==> config.mk <==
export PLATFORM = sky130hd
export DESIGN_NAME = scb_issue_sched
export DESIGN_NICKNAME = d
export VERILOG_FILES = /design/src/rtl/scb_issue_sched.sv
export SDC_FILE = /design/constraint.sdc
export NUM_CORES = 1
export LEC_CHECK = 0
export ABC_AREA = 1
export BUFFER_PORTS_ARGS = -buffer_cell sky130_fd_sc_hd__buf_4
export CORE_ASPECT_RATIO = 0.8
export CORE_MARGIN = 3
export CORE_UTILIZATION = 55
export CTS_CLUSTER_DIAMETER = 80
export DETAILED_ROUTE_END_ITERATION = 10
export PLACE_DENSITY = 0.79
export SETUP_SLACK_MARGIN = 0.02
export SYNTH_ARGS = -nofsm -noshare
export SYNTH_HDL_FRONTEND = slang
export SYNTH_SLANG_ARGS = --single-unit
==> constraint.sdc <==
create_clock -name clk -period 2.85 [get_ports clk]
set_clock_uncertainty 0.1 [all_clocks]
set_input_delay 0 -clock clk [delete_from_list [all_inputs] [get_ports clk]]
set_output_delay 0 -clock clk [all_outputs]
set_load 0.03 [all_outputs]
==> src/rtl/scb_issue_sched.sv <==
// Scoreboard issue scheduler: per-pipe round-robin grant and cell allocation,
// writeback release with a registered wakeup of the freed destination preg.
module scb_issue_sched #(
    parameter int N_RSV   = 4,
    parameter int N_PIP   = 4,
    parameter int BL_PIP  = 2,
    parameter int N_UNIT  = 4,
    parameter int BL_UNIT = 2,
    parameter int BL_PREG = 6
) (
    input  logic                       clk,
    input  logic                       rst,
    input  logic [N_RSV-1:0]           rsv_req,
    input  logic [N_RSV*BL_PIP-1:0]    rsv_pip,
    input  logic [N_RSV*BL_PREG-1:0]   rsv_preg,
    output logic [N_RSV-1:0]           rsv_grant,
    output logic [N_RSV*BL_UNIT-1:0]   rsv_index,
    input  logic                       wb_valid,
    input  logic [BL_PIP-1:0]          wb_pip,
    input  logic [BL_UNIT-1:0]         wb_index,
    input  logic                       flush,
    output logic                       wake_valid,
    output logic [BL_PREG-1:0]         wake_preg,
    output logic [N_PIP-1:0]           pip_full,
    output logic                       wb_err
);

    localparam int BL_RSV = (N_RSV > 1) ? $clog2(N_RSV) : 1;

    logic [N_PIP-1:0][N_UNIT-1:0] cell_valid;
    logic [N_PIP-1:0][N_UNIT-1:0] valid_nxt;
    logic [BL_PREG-1:0]           cell_preg [N_PIP][N_UNIT];
    logic [BL_RSV-1:0]            rr_ptr [N_PIP];

    logic [BL_RSV-1:0]  win [N_PIP];
    logic [BL_UNIT-1:0] free_idx [N_PIP];
    logic [BL_PREG-1:0] alloc_preg [N_PIP];
    logic [N_PIP-1:0]   pip_grant;

    logic               wb_hit;
    logic               wb_miss;
    logic [BL_PREG-1:0] wb_preg;

    // Two passes give "first candidate at or after rr_ptr, wrapping".
    always_comb begin
        logic               w_found;
        logic               f_found;
        logic [BL_RSV-1:0]  w;
        logic [BL_UNIT-1:0] f;
        logic [BL_PREG-1:0] pr;
        for (int p = 0; p < N_PIP; p++) begin
            w_found = 1'b0;
            f_found = 1'b0;
            w       = '0;
            f       = '0;
            pr      = '0;
            for (int r = 0; r < N_RSV; r++) begin
                if (!w_found && rsv_req[r]
                    && rsv_pip[r*BL_PIP +: BL_PIP] == BL_PIP'(p)
                    && BL_RSV'(r) >= rr_ptr[p]) begin
                    w_found = 1'b1;
                    w       = BL_RSV'(r);
                end
            end
            for (int r = 0; r < N_RSV; r++) begin
                if (!w_found && rsv_req[r]
                    && rsv_pip[r*BL_PIP +: BL_PIP] == BL_PIP'(p)) begin
                    w_found = 1'b1;
                    w       = BL_RSV'(r);
                end
            end
            for (int u = 0; u < N_UNIT; u++) begin
                if (!f_found && !cell_valid[p][u]) begin
                    f_found = 1'b1;
                    f       = BL_UNIT'(u);
                end
            end
            for (int r = 0; r < N_RSV; r++) begin
                if (w == BL_RSV'(r)) begin
                    pr = rsv_preg[r*BL_PREG +: BL_PREG];
                end
            end
            win[p]        = w;
            free_idx[p]   = f;
            alloc_preg[p] = pr;
            pip_grant[p]  = w_found && f_found && !flush && !rst;
        end
    end

    always_comb begin
        rsv_grant = '0;
        rsv_index = '0;
        for (int p = 0; p < N_PIP; p++) begin
            for (int r = 0; r < N_RSV; r++) begin
                if (pip_grant[p] && win[p] == BL_RSV'(r)) begin
                    rsv_grant[r] = 1'b1;
                    rsv_index[r*BL_UNIT +: BL_UNIT] = free_idx[p];
                end
            end
        end
    end

    // Release before allocate; allocation only ever picks an already-free cell.
    always_comb begin
        wb_hit    = 1'b0;
        wb_miss   = 1'b0;
        wb_preg   = '0;
        valid_nxt = cell_valid;
        for (int p = 0; p < N_PIP; p++) begin
            for (int u = 0; u < N_UNIT; u++) begin
                if (wb_valid && wb_pip == BL_PIP'(p)
                    && wb_index == BL_UNIT'(u)) begin
                    if (cell_valid[p][u]) begin
                        wb_hit          = 1'b1;
                        wb_preg         = cell_preg[p][u];
                        valid_nxt[p][u] = 1'b0;
                    end else begin
                        wb_miss = 1'b1;
                    end
                end
            end
        end
        for (int p = 0; p < N_PIP; p++) begin
            for (int u = 0; u < N_UNIT; u++) begin
                if (pip_grant[p] && free_idx[p] == BL_UNIT'(u)) begin
                    valid_nxt[p][u] = 1'b1;
                end
            end
        end
        if (flush) begin
            valid_nxt = '0;
        end
    end

    always_ff @(posedge clk) begin
        if (rst) begin
            cell_valid <= '0;
            wake_valid <= 1'b0;
            wake_preg  <= '0;
            pip_full   <= '0;
            wb_err     <= 1'b0;
            for (int p = 0; p < N_PIP; p++) begin
                rr_ptr[p] <= '0;
            end
        end else begin
            cell_valid <= valid_nxt;
            wake_valid <= wb_hit && !flush;
            if (wb_hit && !flush) begin
                wake_preg <= wb_preg;
            end
            if (wb_miss) begin
                wb_err <= 1'b1;
            end
            for (int p = 0; p < N_PIP; p++) begin
                pip_full[p] <= &valid_nxt[p];
                if (pip_grant[p]) begin
                    rr_ptr[p] <= (win[p] == BL_RSV'(N_RSV - 1))
                                 ? '0 : win[p] + 1'b1;
                end
            end
        end
    end

    // preg is only meaningful while its cell is valid, so it needs no reset.
    always_ff @(posedge clk) begin
        for (int p = 0; p < N_PIP; p++) begin
            for (int u = 0; u < N_UNIT; u++) begin
                if (pip_grant[p] && free_idx[p] == BL_UNIT'(u)) begin
                    cell_preg[p][u] <= alloc_preg[p];
                end
            end
        end
    end

endmodule

==> summary.txt <==
Cells and area
  • Share of cells above drive strength 1: 0.2409
  • Nets: 1226
  • Fillers: a little over 1000
  • N_diodes: 0
  • Register Area: between 3000 and 4000 um^2
  • Post-Route Utilization: 0.7327
  • Cell area after layout: 10140 um^2
  • Fin cells: 1359
  • Footprint of the multi-input gates: around 3700 um^2
  • P&R area growth vs syn: 27.89%

Placement
  • Pre-CTS setup slack: slightly below 0.009 ns
  • Placed instance count: around 1300
  • GPL Wtd Cong: a little over 1
  • Placed inst area: roughly 8900 um^2
  • HPWL after detailed placement: 18.52 mm
  • I/O Buffers: 67

STA
  • Post-layout minimum cycle time: a little under 3 ns
  • RSZ-0062 raised after global routing: true
  • Final WS setup: -0.09691 ns
  • Slew headroom: 0.5176
  • Hold Violations, Final: 0
  • Final setup vio count: 4
  • Fin. max-slew vios: 0
  • Post-route clock period utilization: 1.034
  • Worst Tran Pin Value: roughly 0.7 ns
  • Highest Clock Rate: 0.3393 GHz

Worst setup path
  • WS Path Type: register to primary output
  • Slowest cell on the critical path: edfxtp_1
  • CP Cell Sequence: o21bai_1 > nand2_1 > nor2_1 > nand2_1 > nor2_1 > nor3_2 > inv_1 > ha_2 > buf_4 > nand2_4 > nand3_1 > o211ai_1 > nand2_1 > o21ai_2 > buf_6
  • Slowest stage delay, CP: 0.42 ns
  • Req. time, crit path: approximately 2.8 ns
  • Buf/Inv on CP: 3
  • Crit path from: rr_ptr[1][1]
  • FF-to-FF setup slack: 0.11 ns
  • Worst setup SP type: register
  • Critical path arrival: 2.85 ns
  • Most frequent CP cell: nand2_1
  • Worst setup EP type: primary output
  • WP depth: 15
  • Critical path destination: rsv_index[3]
  • FF-to-FF path depth: 15
  • FF-to-FF Start: rr_ptr[0][1]
  • Delay-heaviest family, CP: simple AND/OR/NAND/NOR gates
  • RR Endpoint: cell_preg[0][4]
  • CP Max Fanout: 7

Synthesis
  • Synth Flop Type: edfxtp_1
  • Yosys reg bits: around 130
  • Number of synthesized flops with an enable pin: 104
  • Ys async rst share: 0
  • Seq/Total Area, Yosys: 0.4647
  • Post-synth top area share: 0.3940
  • Avg Inst Size Synth: approximately 7.7 um^2
  • Post-synth net total: around 1100
  • Dominant cell type by area after synthesis: edfxtp_1
  • Count leader, synth: nand2_1
  • Post-synthesis cell count: slightly above 1000
  • Area contributors post-synth: edfxtp_1 39%, nand2_1 11%, inv_1 8.9%, dfxtp_1 7.1%, nor2_1 5.2%
  • Netlist cell types: 42
  • Post-synth top cells: 241 x nand2_1, 188 x inv_1, 110 x nor2_1, 104 x edfxtp_1, 70 x o21ai_0
  • YS warnings: 0
  • Synth Cell Area: around 8000 um^2

Detailed routing
  • First DRT Iteration DRCs: 999
  • Drt via density: between 5 and 6
  • Post-route DRC violation count: 0
  • Vias post-DR: between 7000 and 8000
  • WL final: 25.68 mm
  • First-pass DRT Iterations: 6
  • Post-route ant nets: 0
  • Mean routed wirelength per cell: 18.90 um

Power
  • Maximum vdd ir drop: just under 0.5 mV
  • Leak pwr: approximately 4.3 nW
  • PwrDens: approximately 530 nW/um^2

Global routing
  • First-pass GRT wire length: 38.13 mm
  • Initial antenna violation count: 0
  • Largest net degree at the start of global routing: 17
  • Remaining Overflow, GRT: 0
  • Vias in the first global route: between 7000 and 8000
  • Gr usage total: 0.3108

Clock network
  • Num CTS Buffers: 17
  • Root Driver: clkbuf_16
  • Sinks on Clock Net: 132
  • H-Tree Depth: 4
  • CTS tree: built
  • Clk_lat worst skew: ~0.43 ns
  • Worst-path clk slew: roughly 0.070 ns
  • CTS max path bufs: 2

Floorplan
  • Die H: between 100 and 150 um
  • Num rows: 38
  • Num ports: between 60 and 70
  • Die X: 140.2 um
  • Die Area: 15900 um^2
  • Initial Util: 0.5729
  • Core box area: 13840 um^2

Worst hold path
  • Hold Crit Class: primary input to register

Run
  • Maxcap violations: 0

Status
  • Status: finished, violations left
  • Failing checks: negative setup slack
per-layer routing:
metal	vias up	wire length, um	global-route usage
met2	558	11180	0.4748
met3	134	2992	0.06538
met4	0	1164	0.1272
li1	3682	-	-
met5	-	0	0
met1	3545	10340	0.4354
cell usage in the layout (no fill, tap or decap), types with 5 or more instances in the layout:
cell type and count:
nand2_1 230, inv_1 174, buf_4 123, edfxtp_1 104, nor2_1 88, o21ai_0 58, nand3_1 48, a21oi_1 39
dfxtp_1 28, nor3_1 22, nor2_2 19, clkbuf_16 17, inv_2 15, nor2_4 14, a221oi_1 14, o211ai_1 13
nand2_2 12, buf_6 12, nand4_1 10, o21ai_1 10, o21ai_2 9, o22ai_1 9, nor3_2 8, a31oi_1 8
o31ai_1 8, clkinvlp_4 8, dlygate4sd3_1 8, ha_2 7, ha_4 6, inv_4 5, o31ai_2 5
worst register-to-register path, stage by stage, from the launching register on:
cell      delay (ns)
edfxtp_1        0.44
buf_4           0.17
nand2_1         0.07
inv_2           0.05
o21ai_2         0.17
buf_4           0.14
o32a_1          0.17
nand2_4         0.10
inv_4           0.10
ha_4            0.14
inv_4           0.04
nor2_2          0.26
nand2_1         0.09
nand3_1         0.10
o211ai_1        0.09
o21ai_1         0.26
where the power goes:
| part | switching, mW | internal [mW] | total (mW) |
|---|---|---|---|
| Sequential | 0.0224 | 2.20 | 2.22 |
| Clock | 0.879 | 1.29 | 2.17 |
| Combinational | 0.592 | 0.361 | 0.952 |
| Total | 1.49 | 3.85 | 5.35 |
sequential cells by signal (all words and copies together), names as in the netlist:
register    flops
rr_ptr          8
cell_valid     16
pip_full        4
cell_preg      96
wake_preg       6
wb_err          1
wake_valid      1
worst min path at each step:
stage / startpoint / to / slack [ns] / depth (start not counted)
2_1_floorplan: rst / wb_err / -0.03 / 1
3_3_place_gp: rst / pip_full[0] / 0.18 / 2
3_5_place_dp: rst / pip_full[0] / 0.18 / 2
4_1_cts: rsv_preg[14] / cell_preg[1][20] / 0.02 / 3
5_1_grt: rsv_preg[14] / cell_preg[0][8] / 0.03 / 3
6_report: rsv_preg[17] / cell_preg[1][5] / 0.02 / 3
final cells by class:
| cell class | count | share of cell area |
|---|---|---|
| clock buffer | 18 | 0.04234 |
| clock inverter | 14 | 0.01530 |
| inverter | 197 | 0.07455 |
| multi-input combinational | 675 | 0.3699 |
| sequential | 132 | 0.3634 |
| tap | 180 | 0.02222 |
| timing repair buffer | 143 | 0.1123 |
logic make-up (layout without fill, tap and decap cells):
| logic type | after synthesis | in the layout | share of synthesized area |
|---|---|---|---|
| AOI/OAI and AO/OA | 189 | 189 | 0.1440 |
| adders and majority gates | 16 | 16 | 0.02526 |
| buffers and inverters | 221 | 372 | 0.1086 |
| DFF | 132 | 132 | 0.4647 |
| and+or+nand+nor | 470 | 470 | 0.2575 |
metrics by stage:
step | power [mW] | hold slack, ns | TNS (ns)
finish | 5.348 | 0.01858 | -0.2077
global route | 5.501 | 0.02728 | -1.466
CTS | 5.186 | 0.02101 | 0
detailed placement | 3.021 | 0.1783 | 0
global placement | 3.002 | 0.1764 | 0
floorplan | 2.671 | -0.03059 | 0
timing repair:
item,CTS,global route
endpoints found under the hold margin,57,4
hold buffers,7,1
gates resized for setup,42,91
buffers inserted,7,18
pin swaps,14,34
gates cloned,0,0
endpoints found under the setup margin,27,84
(Power assumes the default switching activity.)
